[config.mk]
export PLATFORM = sky130hd
export DESIGN_NAME = lfsr_random_source
export DESIGN_NICKNAME = d
export VERILOG_FILES = /design/src/rtl/lfsr_pkg.sv /design/src/rtl/lfsr_core.sv /design/src/rtl/lfsr_random_source.sv
export SDC_FILE = /design/constraint.sdc
export NUM_CORES = 1
export LEC_CHECK = 0
export ABC_AREA = 1
export BUFFER_PORTS_ARGS = -buffer_cell sky130_fd_sc_hd__buf_4
export CAP_MARGIN = 25
export CORE_UTILIZATION = 38
export CTS_BUF_LIST = sky130_fd_sc_hd__clkbuf_8
export DETAILED_ROUTE_END_ITERATION = 10
export GPL_TIMING_DRIVEN = 0
export PLACE_DENSITY_LB_ADDON = 0.05
export SLEW_MARGIN = 10
export SYNTH_ARGS = -nofsm -noshare
export SYNTH_HDL_FRONTEND = slang
export SYNTH_SLANG_ARGS = --single-unit
[constraint.sdc]
create_clock -name clk_i -period 1.9 [get_ports clk_i]
set_input_delay 0.095 -clock clk_i [delete_from_list [all_inputs] [get_ports clk_i]]
set_output_delay 0.095 -clock clk_i [all_outputs]
set_load 0.05 [all_outputs]
[src/rtl/lfsr_pkg.sv]
// Shared constants for the LFSR random source: maximal-length Galois tap masks
// and the mode encodings used by the game FSM.
package lfsr_pkg;

  // Right-shift Galois masks; the MSB is always set.
  localparam logic [3:0]  TAPS4  = 4'hC;
  localparam logic [7:0]  TAPS8  = 8'hB8;
  localparam logic [15:0] TAPS16 = 16'hB400;
  localparam logic [23:0] TAPS24 = 24'hE1_0000;
  localparam logic [31:0] TAPS32 = 32'h8020_0003;

  localparam logic MODE_PERIODIC  = 1'b0;
  localparam logic MODE_ON_DEMAND = 1'b1;

endpackage

[src/rtl/lfsr_core.sv]
// Galois LFSR state register with seed loading and zero-seed substitution.
module lfsr_core
  import lfsr_pkg::*;
#(
  parameter int unsigned          LFSR_W       = 32,
  parameter logic [LFSR_W-1:0]    TAPS         = LFSR_W'(TAPS32),
  parameter logic [LFSR_W-1:0]    SEED_DEFAULT = LFSR_W'(1),
  parameter int unsigned          OUT_W        = 4
) (
  input  logic              clk_i,
  input  logic              rst_i,
  input  logic              step_i,
  input  logic              load_i,
  input  logic [LFSR_W-1:0] seed_i,
  output logic [OUT_W-1:0]  sample_o
);

  if (LFSR_W < 2 || LFSR_W > 64) begin : g_bad_width
    $error("lfsr_core: LFSR_W out of range");
  end
  if (TAPS[LFSR_W-1] != 1'b1) begin : g_bad_taps
    $error("lfsr_core: TAPS MSB must be set");
  end
  if (SEED_DEFAULT == '0) begin : g_bad_seed
    $error("lfsr_core: SEED_DEFAULT must be non-zero");
  end

  logic [LFSR_W-1:0] state_q, state_d;

  // Load wins over stepping; a zero seed would lock the register at zero.
  always_comb begin
    state_d = state_q;
    if (load_i) begin
      state_d = (seed_i == '0) ? SEED_DEFAULT : seed_i;
    end else if (step_i) begin
      state_d = (state_q >> 1) ^ (state_q[0] ? TAPS : '0);
    end
  end

  always_ff @(posedge clk_i or posedge rst_i) begin
    if (rst_i) begin
      state_q <= SEED_DEFAULT;
    end else begin
      state_q <= state_d;
    end
  end

  assign sample_o = state_q[OUT_W-1:0];

endmodule

[src/rtl/lfsr_random_source.sv]
// Pseudo-random source for the game logic: LFSR plus prescaler, sampled either
// periodically on the prescaler wrap or on request.
module lfsr_random_source
  import lfsr_pkg::*;
#(
  parameter int unsigned       LFSR_W       = 32,
  parameter logic [LFSR_W-1:0] TAPS         = LFSR_W'(TAPS32),
  parameter int unsigned       RAND_W       = 4,
  parameter int unsigned       TICK_PERIOD  = 50_000_000,
  parameter logic [LFSR_W-1:0] SEED_DEFAULT = LFSR_W'(1)
) (
  input  logic              clk_i,
  input  logic              rst_i,
  input  logic              enable_i,
  input  logic              mode_i,
  input  logic              req_i,
  input  logic              seed_load_i,
  input  logic [LFSR_W-1:0] seed_i,
  output logic [RAND_W-1:0] rand_o,
  output logic              rand_valid_o,
  output logic              tick_o
);

  if (RAND_W < 1 || RAND_W > LFSR_W) begin : g_bad_rand_w
    $error("lfsr_random_source: RAND_W out of range");
  end
  if (TICK_PERIOD < 2) begin : g_bad_period
    $error("lfsr_random_source: TICK_PERIOD must be >= 2");
  end

  localparam int unsigned  PrescW = $clog2(TICK_PERIOD);
  localparam logic [PrescW-1:0] PrescLast = PrescW'(TICK_PERIOD - 1);

  logic [RAND_W-1:0] lfsr_low;
  logic [PrescW-1:0] presc_q, presc_d;
  logic [RAND_W-1:0] rand_q, rand_d;
  logic              valid_q, valid_d;
  logic              tick_q, tick_d;
  logic              wrap, sample;

  lfsr_core #(
    .LFSR_W       (LFSR_W),
    .TAPS         (TAPS),
    .SEED_DEFAULT (SEED_DEFAULT),
    .OUT_W        (RAND_W)
  ) u_core (
    .clk_i    (clk_i),
    .rst_i    (rst_i),
    .step_i   (enable_i),
    .load_i   (seed_load_i),
    .seed_i   (seed_i),
    .sample_o (lfsr_low)
  );

  assign wrap   = (presc_q == PrescLast);
  assign sample = enable_i & ((mode_i == MODE_ON_DEMAND) ? req_i : wrap);

  always_comb begin
    presc_d = presc_q;
    tick_d  = 1'b0;
    valid_d = sample;
    rand_d  = sample ? lfsr_low : rand_q;
    if (seed_load_i) begin
      presc_d = '0;
    end else if (enable_i) begin
      presc_d = wrap ? '0 : presc_q + PrescW'(1);
      tick_d  = wrap;
    end
  end

  always_ff @(posedge clk_i or posedge rst_i) begin
    if (rst_i) begin
      presc_q <= '0;
      rand_q  <= '0;
      valid_q <= 1'b0;
      tick_q  <= 1'b0;
    end else begin
      presc_q <= presc_d;
      rand_q  <= rand_d;
      valid_q <= valid_d;
      tick_q  <= tick_d;
    end
  end

  assign rand_o       = rand_q;
  assign rand_valid_o = valid_q;
  assign tick_o       = tick_q;

endmodule
# Word-level counts from Yosys, hierarchy flattened
# Index checks and enable logic that the tools add are counted.
# totals
register_bits,64
latch_bits,0
ram_bits,0
mem_bits_ro,0
elab_cells,21
mem_count,0
# op_classes
n_addsub,1
multipliers,0
div_mod_pow,0
order_cmp,0
eq_ne,1
n_shift,0
muxes,10
n_bitwise,2
n_reduce_logical,2
# op_table
operator,n
two-way mux 32 bit,4
two-way mux 26 bit,3
logical NOT 32 bit,1
bitwise XOR 31 x 32 -> 32 bit,1
adder 26 x 1 -> 26 bit (second input constant),1
equality test 26 bit (second input constant),1
two-way mux 1 bit,3
nonzero test 2 bit,1
AND 1 bit,1

# Longest topological paths before layout
# Gate-level depths: netlist (run 1).
# logic_depth
word_depth,4
ltp_mapped,10
ltp_nobuf,10

# By module
# From an unflattened synthesis (run 1), not the netlist that was laid out.
# unflattened
cells_unflattened,496
area_unflattened_um2,3597.2
# by_module_without_submodules
module,n_inst,cells_each,area_each_um2,seq_area_each_um2
lfsr_random_source,1,278,1916.8,800.8
lfsr_core,1,218,1680.4,802.0

# Worst setup path before layout (run 1)
# No wires, ideal clock.
# synth_path
path_kind,register to register
start,register presc_q[0]
end,register presc_q[13]
arrival_ns,1.394
required_time_ns,1.780
path_slack_ns,0.386
path_stages_with_launch,10
cell_sequence,dfrtp_1 -> ha_1 -> nand2_2 -> nor2_4 -> nand3_2 -> nor2_2 -> nand2_2 -> nand2_4 -> buf_6 -> nor2_1
# synth_between
elab_chain_len,4
elab_cells_between_ends,5
cone_classes,add/sub: 1; eq/ne: 1; mux: 3
# synth_rtl
item,line,text
from (decl),lfsr_random_source.sv:35,"logic [PrescW-1:0] presc_q, presc_d;"
from (signal assigned),lfsr_random_source.sv:78,presc_q <= presc_d;
adder 26 x 1 -> 26 bit or equality test 26 bit (tied branches),"lfsr_random_source.sv:66, lfsr_random_source.sv:55",
two-way mux 26 bit (*),lfsr_random_source.sv:66,presc_d = wrap ? '0 : presc_q + PrescW'(1);
two-way mux 26 bit (*),lfsr_random_source.sv:65,end else if (enable_i) begin
two-way mux 26 bit (*),lfsr_random_source.sv:63,if (seed_load_i) begin
# Every way passes the cells marked *; elsewhere a longest branch is shown, timed or not. The select of a mux whose other input is x is not followed.
# A chain may end at the register's enable or synchronous reset.

# Final worst setup path (run 1)
# Ends and elaborated chain as after synthesis.

==> impl_metrics.ini, run 1 <==
[cts]
cts_sinks = 64
clkTransAtPathRegs_ns = 0.07
htree_levels = 3
cts_made_buffers = 9
cts_tree = done
clock-root-buffer = clkbuf_8
clockBufferDepth = 2
clk-insertion-delay-late_ns = 0.34

[setup_path]
r2r-end = presc_q[13]
cp.required_ns = 2.13
r2r_setup_slack_ns = 0.12
cp_cell_sequence = ha_2 > nand2_2 > nor2_4 > nand3_2 > nor2_2 > nand2_2 > nand2_4 > buf_6 > nor2_1
slowest_stage = dfrtp_1
worstPathMaxFanout = 10
crit_path_max_incr_delay_ns = 0.41
startpoint = presc_q[0]
crit_end = presc_q[13]
end_kind = register
worstSetupStartpointType = register
path_class = register to register
worst_path_most_repeated_cell = nand2_2
worstPathArrival_ns = 2.01
rr_worst_depth = 9
r2r-start = presc_q[0]

[route]
vias = 3442
firstDrtPassIters = 4
wl_per_cell_um = 14.8
drtAntennaViolNets = 0
wl_mm = 10.0
drc_errors = 0
drt_iter0_drc = 207
viasPerCell = 5.07

[flow_run]
drv_cap = 0

[finish]
layout-drive-gt1-share = 0.151
final_util = 0.480
syn2layout_area_growth_pct = 22.7
nets = 604
final_cells = 679
diodes = 0

[place]
dp_hpwl_mm = 7.56
gp_congestion = 0.873
port_buffers = 42
dp.cells = 652

[yosys]
synth-main-ff-cell = dfrtp_1
ys_seq_area_frac = 0.445
synth_edf_count = 0
syn-cell-area_sq_um = 3600
ys_types = 32
synth_most_common_cell = nand2_1
yosysWarnings = 0
synth_nets = 537
synthCells = 498
synth_top_area_share = 0.438
netlist_top_cells_area = dfrtp_1 44%, nand2_1 13%, nand3_1 9.6%
synth_async_sr_flop_share = 1.00
avgSynthCellArea_sq_um = 7.23
yosys_register_bits = 64
synth_commonest_cells = 128 x nand2_1, 86 x nor2_1, 69 x nand3_1
yosys.area.top_type = dfrtp_1

[floorplan]
die_y_um = 99.3
core_sq_um = 9200
chipWidth_um = 99.3
num_rows = 35
io_pins = 44
start_util = 0.391
die_area_sq_um = 9860

[sta]
skew_ns = 0.00685
setup_viol = 0
slew_violations = 0
max-slew-margin-rel = 0.595
min_period_ns = 1.78
worst_pin_slew_ns = 0.607
fin_crit_sh = 0.939
final-hold-violation-count = 0
fmax_mhz = 561

[pwr]
leakage_nw = 2.01
peakVddDrop_mv = 0.305
power.density_nw_per_um2 = 738

[run_status]
outcome = complete, no violations

[global_route]
antenna_found_initial = 0
grtUsageTotal = 0.222
overflow = 0
grt_max_degree = 48
grt_pass1_vias = 3316
grt_pass1_wl_mm = 16.7

[min_path]
hold_path_class = input pin to register
worst min path at each step:
stage | startpoint | slack (ns) | endpoint | depth (start not counted)
3_3_place_gp | seed_i[25] | 0.32 | u_core.state_q[25] | 3
2_1_floorplan | seed_i[14] | 0.22 | u_core.state_q[14] | 2
5_1_grt | seed_i[6] | 0.03 | u_core.state_q[6] | 3
4_1_cts | seed_i[6] | 0.01 | u_core.state_q[6] | 3
3_5_place_dp | rst_i | 0.07 | presc_q[3] | 2
6_report | seed_i[6] | 0.02 | u_core.state_q[6] | 3
metrics by stage:
stage               TNS [ns]  instance area, sq um  setup slack (ns)  hold WS [ns]  power [W]
global route         -0.0205                  4420           -0.0152        0.0259    0.00342
finish                     0                  4420             0.116        0.0227    0.00326
detailed placement         0                  4080            0.0834        0.0681    0.00207
global placement      -51.39                  4050            -0.819         0.320    0.00205
floorplan                  0                  3600             0.209         0.224    0.00187
CTS                        0                  4390            0.0559       0.00971    0.00330
cell type report:
cell class,instances,area [sq um]
multi-input cells,362,1720
flip-flops and latches,64,1600
repair buffers,56,468
clock buffers,11,151
well taps,111,139
clock inverters,3,42.5
inverters,54,205
fillers,932,4780
plain buffers,18,88.8
cell families after synthesis:
| family | share of synthesized area |
|---|---|
| AO/OA/AOI/OAI | 0.0803 |
| adder cells (fa/ha/maj) | 0.00348 |
| flip-flops | 0.445 |
| buffers and inverters | 0.0810 |
| XOR/XNOR | 0.0195 |
| AND/OR/NAND/NOR | 0.370 |
report_power, final:
part / internal [W] / switching (W) / leakage [nW] / total (W)
Clock: 0.000661 / 0.000543 / 0.0973 / 0.00120
Sequential: 0.00147 / 0.0000734 / 0.827 / 0.00155
Combinational: 0.000203 / 0.000304 / 1.09 / 0.000507
cell usage in the layout, fill, tap and decap left out, types with 5 or more instances in the layout:
cell type and count:
o211ai_1 20, clkbuf_8 11, a21oi_1 7, nand3_1 69, dlygate4sd3_1 11, nand2_1 128
o21ai_0 7, xor2_1 5, inv_1 52, dfrtp_1 63, nor2_1 83, clkbuf_1 7
nor3_1 5, buf_4 45, buf_2 8, nand4_1 11
sequential cells by signal, indices dropped and copies added, names as in the netlist:
register	flops
tick_o	1
rand_valid_o	1
u_core.state_q	32
rand_o	4
presc_q	26
layer usage:
layer,routed length [um],track usage,vias to the layer above
li1,-,-,1743
met1,4890,0.302,1607
met2,4640,0.363,80
met3,412,0.0344,12
met4,108,0.0769,0
met5,0,0,-
critical path: cells and delay by family (launching register included):
kind / cells / cell delay, ns
flip-flops: 1 / 0.41
AND/OR/NAND/NOR: 7 / 0.85
adder cells (fa/ha/maj): 1 / 0.23
buffers and inverters: 1 / 0.17
what timing repair did:
item / CTS / global route
endpoints found under the setup margin: 0 / 19
hold endpoints to repair: 27 / 0
resized for setup: 0 / 5
hold buffers: 11 / 0
setup buffers: 0 / 2
(Power assumes the default switching activity.)
==> run 2: changes to the inputs <==
--- a/config.mk
+++ b/config.mk
@@ -8,7 +8,9 @@
 export ABC_AREA = 1
 export BUFFER_PORTS_ARGS = -buffer_cell sky130_fd_sc_hd__buf_4
 export CAP_MARGIN = 25
-export CORE_UTILIZATION = 38
+export CELL_PAD_IN_SITES_DETAIL_PLACEMENT = 2
+export CELL_PAD_IN_SITES_GLOBAL_PLACEMENT = 2
+export CORE_UTILIZATION = 34
 export CTS_BUF_LIST = sky130_fd_sc_hd__clkbuf_8
 export DETAILED_ROUTE_END_ITERATION = 10
 export GPL_TIMING_DRIVEN = 0
==> run 2 against run 1 <==
Net effect: sequential share of layout area fell by 0.26 points; combinational power rose by 7.3%; flip-flop and latch count did not move; non-clock buffer count rose by 3; power fell by 2.5%; design area rose by 0.71%; setup slack improved by 0.0080 ns; utilization fell by 4.7 points; highest routed layer unchanged; first-iteration DRC count fell by 62%.
==> impl_metrics.ini, run 2 (synthesis results as in run 1) <==
[run_status]
outcome = complete, no violations

[route]
viasPerCell = 5.17
firstDrtPassIters = 5
wl_mm = 12.6
wl_per_cell_um = 17.8
drtAntennaViolNets = 0
drt_iter0_drc = 78
drc_errors = 0
vias = 3662

[pwr]
leakage_nw = 2.01
finalPower_w = 0.00318
sw_frac_of_total = 0.312
power.density_nw_per_um2 = 714
comb_power_share = 0.171
p_switching_w = 0.000990
clkPwrFrac = 0.342
peakVddDrop_mv = 0.372
p_int_w = 0.00219
pwr-share-seq = 0.487

[floorplan]
io_pins = 44
die_y_um = 105
die_area_sq_um = 11000
start_util = 0.350
core_sq_um = 10300
chipWidth_um = 105
num_rows = 37

[finish]
syn2layout_area_growth_pct = 23.6
largest_register = u_core.state_q
largest_reg_flops = 32
final_cells = 709
nets = 607
final_common_cell = nand2_1
layout-drive-gt1-share = 0.152
final_cell_mix = 128 x nand2_1, 83 x nor2_1, 69 x nand3_1
diodes = 0
fin_area_sq_um = 4450

[global_route]
grt_max_degree = 34
overflow = 0
grtUsageTotal = 0.251
grt_pass1_wl_mm = 21.1
antenna_found_initial = 0
grt_pass1_vias = 4080

[cts]
cts_sinks = 64
clkTransAtPathRegs_ns = 0.08
clock-root-buffer = clkbuf_8
htree_levels = 3
clockBufferDepth = 2
cts_tree = done
cts_made_buffers = 9
clk-insertion-delay-late_ns = 0.37

[sta]
fmax_mhz = 563
setup_viol = 0
skew_ns = 0.0104
rsz0062_at_grt = no
max-slew-margin-rel = 0.550
final-hold-violation-count = 0
worst_pin_slew_ns = 0.675
slew_violations = 0
fin_crit_sh = 0.935
min_period_ns = 1.78
holdWs_ns = 0.0214

[place]
placed_area_sq_um = 4110
dp_hpwl_mm = 9.34
dp.cells = 677
port_buffers = 42
gp_congestion = 0.813

[setup_path]
cp.required_ns = 2.15
rr_worst_depth = 9
worstPathMaxFanout = 10
r2r-end = presc_q[9]
r2r-start = presc_q[1]
crit_end = presc_q[9]
r2r_setup_slack_ns = 0.12
startpoint = presc_q[1]
path_class = register to register
worstSetupStartpointType = register
worstPathArrival_ns = 2.03
end_kind = register

[min_path]
worst_hold_path.num_cells = 3
hold_path_class = input pin to register

[flow_run]
drv_cap = 0
[run 2: changes by cell type in the layout (fill, tap and decap cells not counted), sizes merged]
cell         delta
buf             +1
bufinv          -1
clkbuf          -1
clkinv          +1
clkinvlp        +2
dlygate4sd3     +2
inv             +1
[run 2: timing repair]
action | in CTS | in global routing
endpoints found under the hold margin | 43 | 0
resized for setup | 0 | 5
setup buffers | 0 | 3
hold buffers | 13 | 0
endpoints found under the setup margin | 0 | 20
[run 2: final cells by class]
| class | count | area [sq um] |
|---|---|---|
| multi-input cells | 362 | 1720 |
| clock inverters | 6 | 36.3 |
| well taps | 136 | 170 |
| repair buffers | 59 | 488 |
| plain buffers | 18 | 88.8 |
| flip-flops and latches | 64 | 1600 |
| clock buffers | 10 | 138 |
| inverters | 54 | 205 |
| fillers | 1252 | 5830 |
[run 2: power groups by stage]
stage          sequential, W  clock [W]  combinational [W]
2_1_floorplan        0.00162          0           0.000257
3_3_place_gp         0.00157          0           0.000490
3_5_place_dp         0.00157          0           0.000515
4_1_cts              0.00155    0.00113           0.000537
5_1_grt              0.00156    0.00118           0.000607
6_report             0.00155    0.00109           0.000544
[run 2: worst min path at each step]
stage                          start            endpoint  slack [ns]
after floorplan           seed_i[14]  u_core.state_q[14]        0.22
after detailed placement       rst_i          presc_q[2]        0.15
after global placement    seed_i[24]  u_core.state_q[24]        0.32
after CTS                  seed_i[5]   u_core.state_q[5]       0.008
after global routing       seed_i[5]   u_core.state_q[5]        0.02
final                      seed_i[5]   u_core.state_q[5]        0.02
[run 2: worst max-delay path, cell delays in order (launching register included)]
cell and delay [ns]:
dfrtp_1 0.40, ha_2 0.24, nand2_2 0.08, nor2_4 0.14, nand3_2 0.12, nor2_2 0.17
nand2_2 0.11, nand2_4 0.15, buf_6 0.18, nor2_1 0.05
[run 2: per-stage QoR]
| step | setup TNS (ns) | setup slack (ns) | util |
|---|---|---|---|
| after floorplan | 0 | 0.209 | - |
| after global placement | -54.93 | -0.872 | 0.397 |
| after detailed placement | 0 | 0.0237 | 0.400 |
| after CTS | 0 | 0.0144 | 0.429 |
| after global routing | 0 | 0.00709 | 0.433 |
| final | 0 | 0.124 | 0.433 |
[run 2: per-layer routing]
layer,up-vias,part of all wire,global-route usage
met1,1837,0.42,0.290
met4,0,0.021,0.0936
met2,56,0.53,0.453
li1,1750,-,-
met5,-,0,0
met3,19,0.029,0.0555
==> run 3: changes to the inputs <==
--- a/config.mk
+++ b/config.mk
@@ -15,7 +15,6 @@
 export DETAILED_ROUTE_END_ITERATION = 10
 export GPL_TIMING_DRIVEN = 0
 export PLACE_DENSITY_LB_ADDON = 0.05
-export SLEW_MARGIN = 10
 export SYNTH_ARGS = -nofsm -noshare
 export SYNTH_HDL_FRONTEND = slang
 export SYNTH_SLANG_ARGS = --single-unit
==> constraint.sdc (replaced) <==
create_clock -name clk_i -period 1.9 [get_ports clk_i]
set_input_delay 0.095 -clock clk_i [delete_from_list [all_inputs] [get_ports clk_i]]
set_output_delay 0.095 -clock clk_i [all_outputs]
set_load 0.01 [all_outputs]
==> run 3 against run 2 <==
Net effect: design area decreased by 0.62%; utilization decreased by 0.27 points; global-route usage decreased by 0.050 points; sequential power about the same; wire length about the same; cell count decreased by 0.42%; critical path depth decreased by 1; combinational power decreased by 14%; register-to-register slack got worse by 0.03 ns; largest power group unchanged; highest routed layer unchanged.
==> impl_metrics.ini, run 3 (synthesis results as in run 1) <==
[flow_run]
drv_cap = 0

[global_route]
grtUsageTotal = 0.251
overflow = 0
grt_pass1_vias = 4078
grt_max_degree = 65
grt_pass1_wl_mm = 21.2
antenna_found_initial = 0

[setup_path]
worstPathArrival_ns = 2.04
cp_cell_sequence = nand2_1 > nor2_1 > nand3_2 > nor2_2 > nand2_2 > nand2_4 > buf_6 > nor2_1
worstPathMaxFanout = 10
r2r-end = presc_q[14]
worst_path_most_repeated_cell = nor2_1
rr_worst_depth = 8
crit_family = simple AND/OR/NAND/NOR gates
r2r_setup_slack_ns = 0.1
cp.required_ns = 2.14
crit_path_max_incr_delay_ns = 0.43
path_class = register to register
slowest_stage = dfrtp_1
critPathBufInv = 1
worstSetupStartpointType = register
r2r-start = presc_q[22]
end_kind = register

[sta]
fin_crit_sh = 0.950
fmax_mhz = 554
skew_ns = 0.00633
worst_pin_slew_ns = 0.848
min_period_ns = 1.80
timing.final.ws_setup_ns = 0.0956
setup_viol = 0
setup_tns_ns = 0
slew_violations = 0
holdWs_ns = 0.0172
rsz0062_at_grt = no
final-hold-violation-count = 0
max-slew-margin-rel = 0.434

[cts]
cts_made_buffers = 9
cts_sinks = 64
clockBufferDepth = 2
cts_tree = done
clk-insertion-delay-late_ns = 0.36
clkTransAtPathRegs_ns = 0.07
htree_levels = 3
clock-root-buffer = clkbuf_8

[min_path]
worstHoldEndpoint = u_core.state_q[1]
hold_path_class = input pin to register
hp-start = seed_i[1]
worst_hold_path.num_cells = 3

[finish]
layout-drive-gt1-share = 0.149
fin_area_sq_um = 4420
final_common_cell = nand2_1
syn2layout_area_growth_pct = 22.8
largest_reg_flops = 32
largest_register = u_core.state_q
nets = 604
fillers = 1250
final_cell_mix = 128 x nand2_1, 83 x nor2_1, 69 x nand3_1
diodes = 0

[pwr]
finalPower_w = 0.00314
power.density_nw_per_um2 = 711
peakVddDrop_mv = 0.370
leakage_nw = 2.01

[route]
vias = 3624
firstDrtPassIters = 4
viasPerCell = 5.13
wl_met2_mm = 6.68
drt_iter0_drc = 120
wl_mm = 12.6
wl_met3_um = 216
drtAntennaViolNets = 0
wl_per_cell_um = 17.9
drc_errors = 0
wl_met1_mm = 5.47
route.top_layer_used = met4

[floorplan]
die_area_sq_um = 11000
start_util = 0.350
core_sq_um = 10300
chipWidth_um = 105
io_pins = 44
num_rows = 37
die_y_um = 105

[place]
dp_hpwl_mm = 9.23
placed_area_sq_um = 4090
post-place-ws_ns = 0.00439
gp_congestion = 0.813
port_buffers = 42

[run_status]
outcome = complete, no violations
-- run 3: cell types whose count changed in the layout (fill, tap and decap cells not counted), sizes merged --
cell	delta
clkbuf	+2
dlygate4sd3	-1
clkinv	+1
buf	-2
clkinvlp	-3
-- run 3: worst max path at each step --
stage / from / endpoint / slack [ns] / cells after the start
2_1_floorplan: rst_i / presc_q[0] / 0.21 / 1
3_3_place_gp: rst_i / u_core.state_q[27] / -0.87 / 2
3_5_place_dp: presc_q[0] / presc_q[24] / 0.004 / 9
4_1_cts: presc_q[0] / presc_q[14] / 0.03 / 9
5_1_grt: presc_q[0] / presc_q[14] / 0.0002 / 9
6_report: presc_q[22] / presc_q[14] / 0.1 / 8
-- run 3: layout make-up --
| cell class | instances | area (sq um) | area share |
|---|---|---|---|
| buffer | 18 | 88.8 | 0.0201 |
| clock buffer | 12 | 165 | 0.0374 |
| clock inverter | 4 | 18.8 | 0.00425 |
| inverter | 54 | 205 | 0.0464 |
| multi-input combinational | 362 | 1720 | 0.389 |
| sequential | 64 | 1600 | 0.363 |
| tap | 136 | 170 | 0.0385 |
| timing repair buffer | 56 | 450 | 0.102 |
-- run 3: repair_timing --
| action | 4_1_cts | 5_1_grt |
|---|---|---|
| hold buffers | 12 | 0 |
| resized for setup | 1 | 4 |
| setup buffers | 0 | 2 |
| endpoints found under the hold margin | 74 | 0 |
| gates cloned | 0 | 0 |
| pin swaps | 0 | 1 |
| endpoints found under the setup margin | 1 | 18 |
-- run 3: worst reg2reg max path: cells and delay by family (launching register included) --
kind / cells / cell delay (ns)
buffers and inverters: 1 / 0.17
flip-flops: 1 / 0.43
AND/OR/NAND/NOR: 7 / 1.08
-- run 3: through the flow --
| stage | cells | util |
|---|---|---|
| 6_report | 706 | 0.430 |
| 3_5_place_dp | 676 | 0.398 |
| 3_3_place_gp | 676 | 0.397 |
| 5_1_grt | 706 | 0.430 |
| 2_1_floorplan | 498 | - |
| 4_1_cts | 704 | 0.427 |
-- run 3: power by group --
| group | internal [W] | switching, W |
|---|---|---|
| clock network | 0.000569 | 0.000556 |
| registers | 0.00147 | 0.0000760 |
| logic | 0.000198 | 0.000269 |
| total | 0.00224 | 0.000901 |
-- run 3: per-layer routing --
| metal | vias to the layer above | GRT usage |
|---|---|---|
| li1 | 1742 | - |
| met5 | - | 0 |
| met4 | 0 | 0.0986 |
| met2 | 50 | 0.463 |
| met1 | 1816 | 0.299 |
| met3 | 16 | 0.0225 |
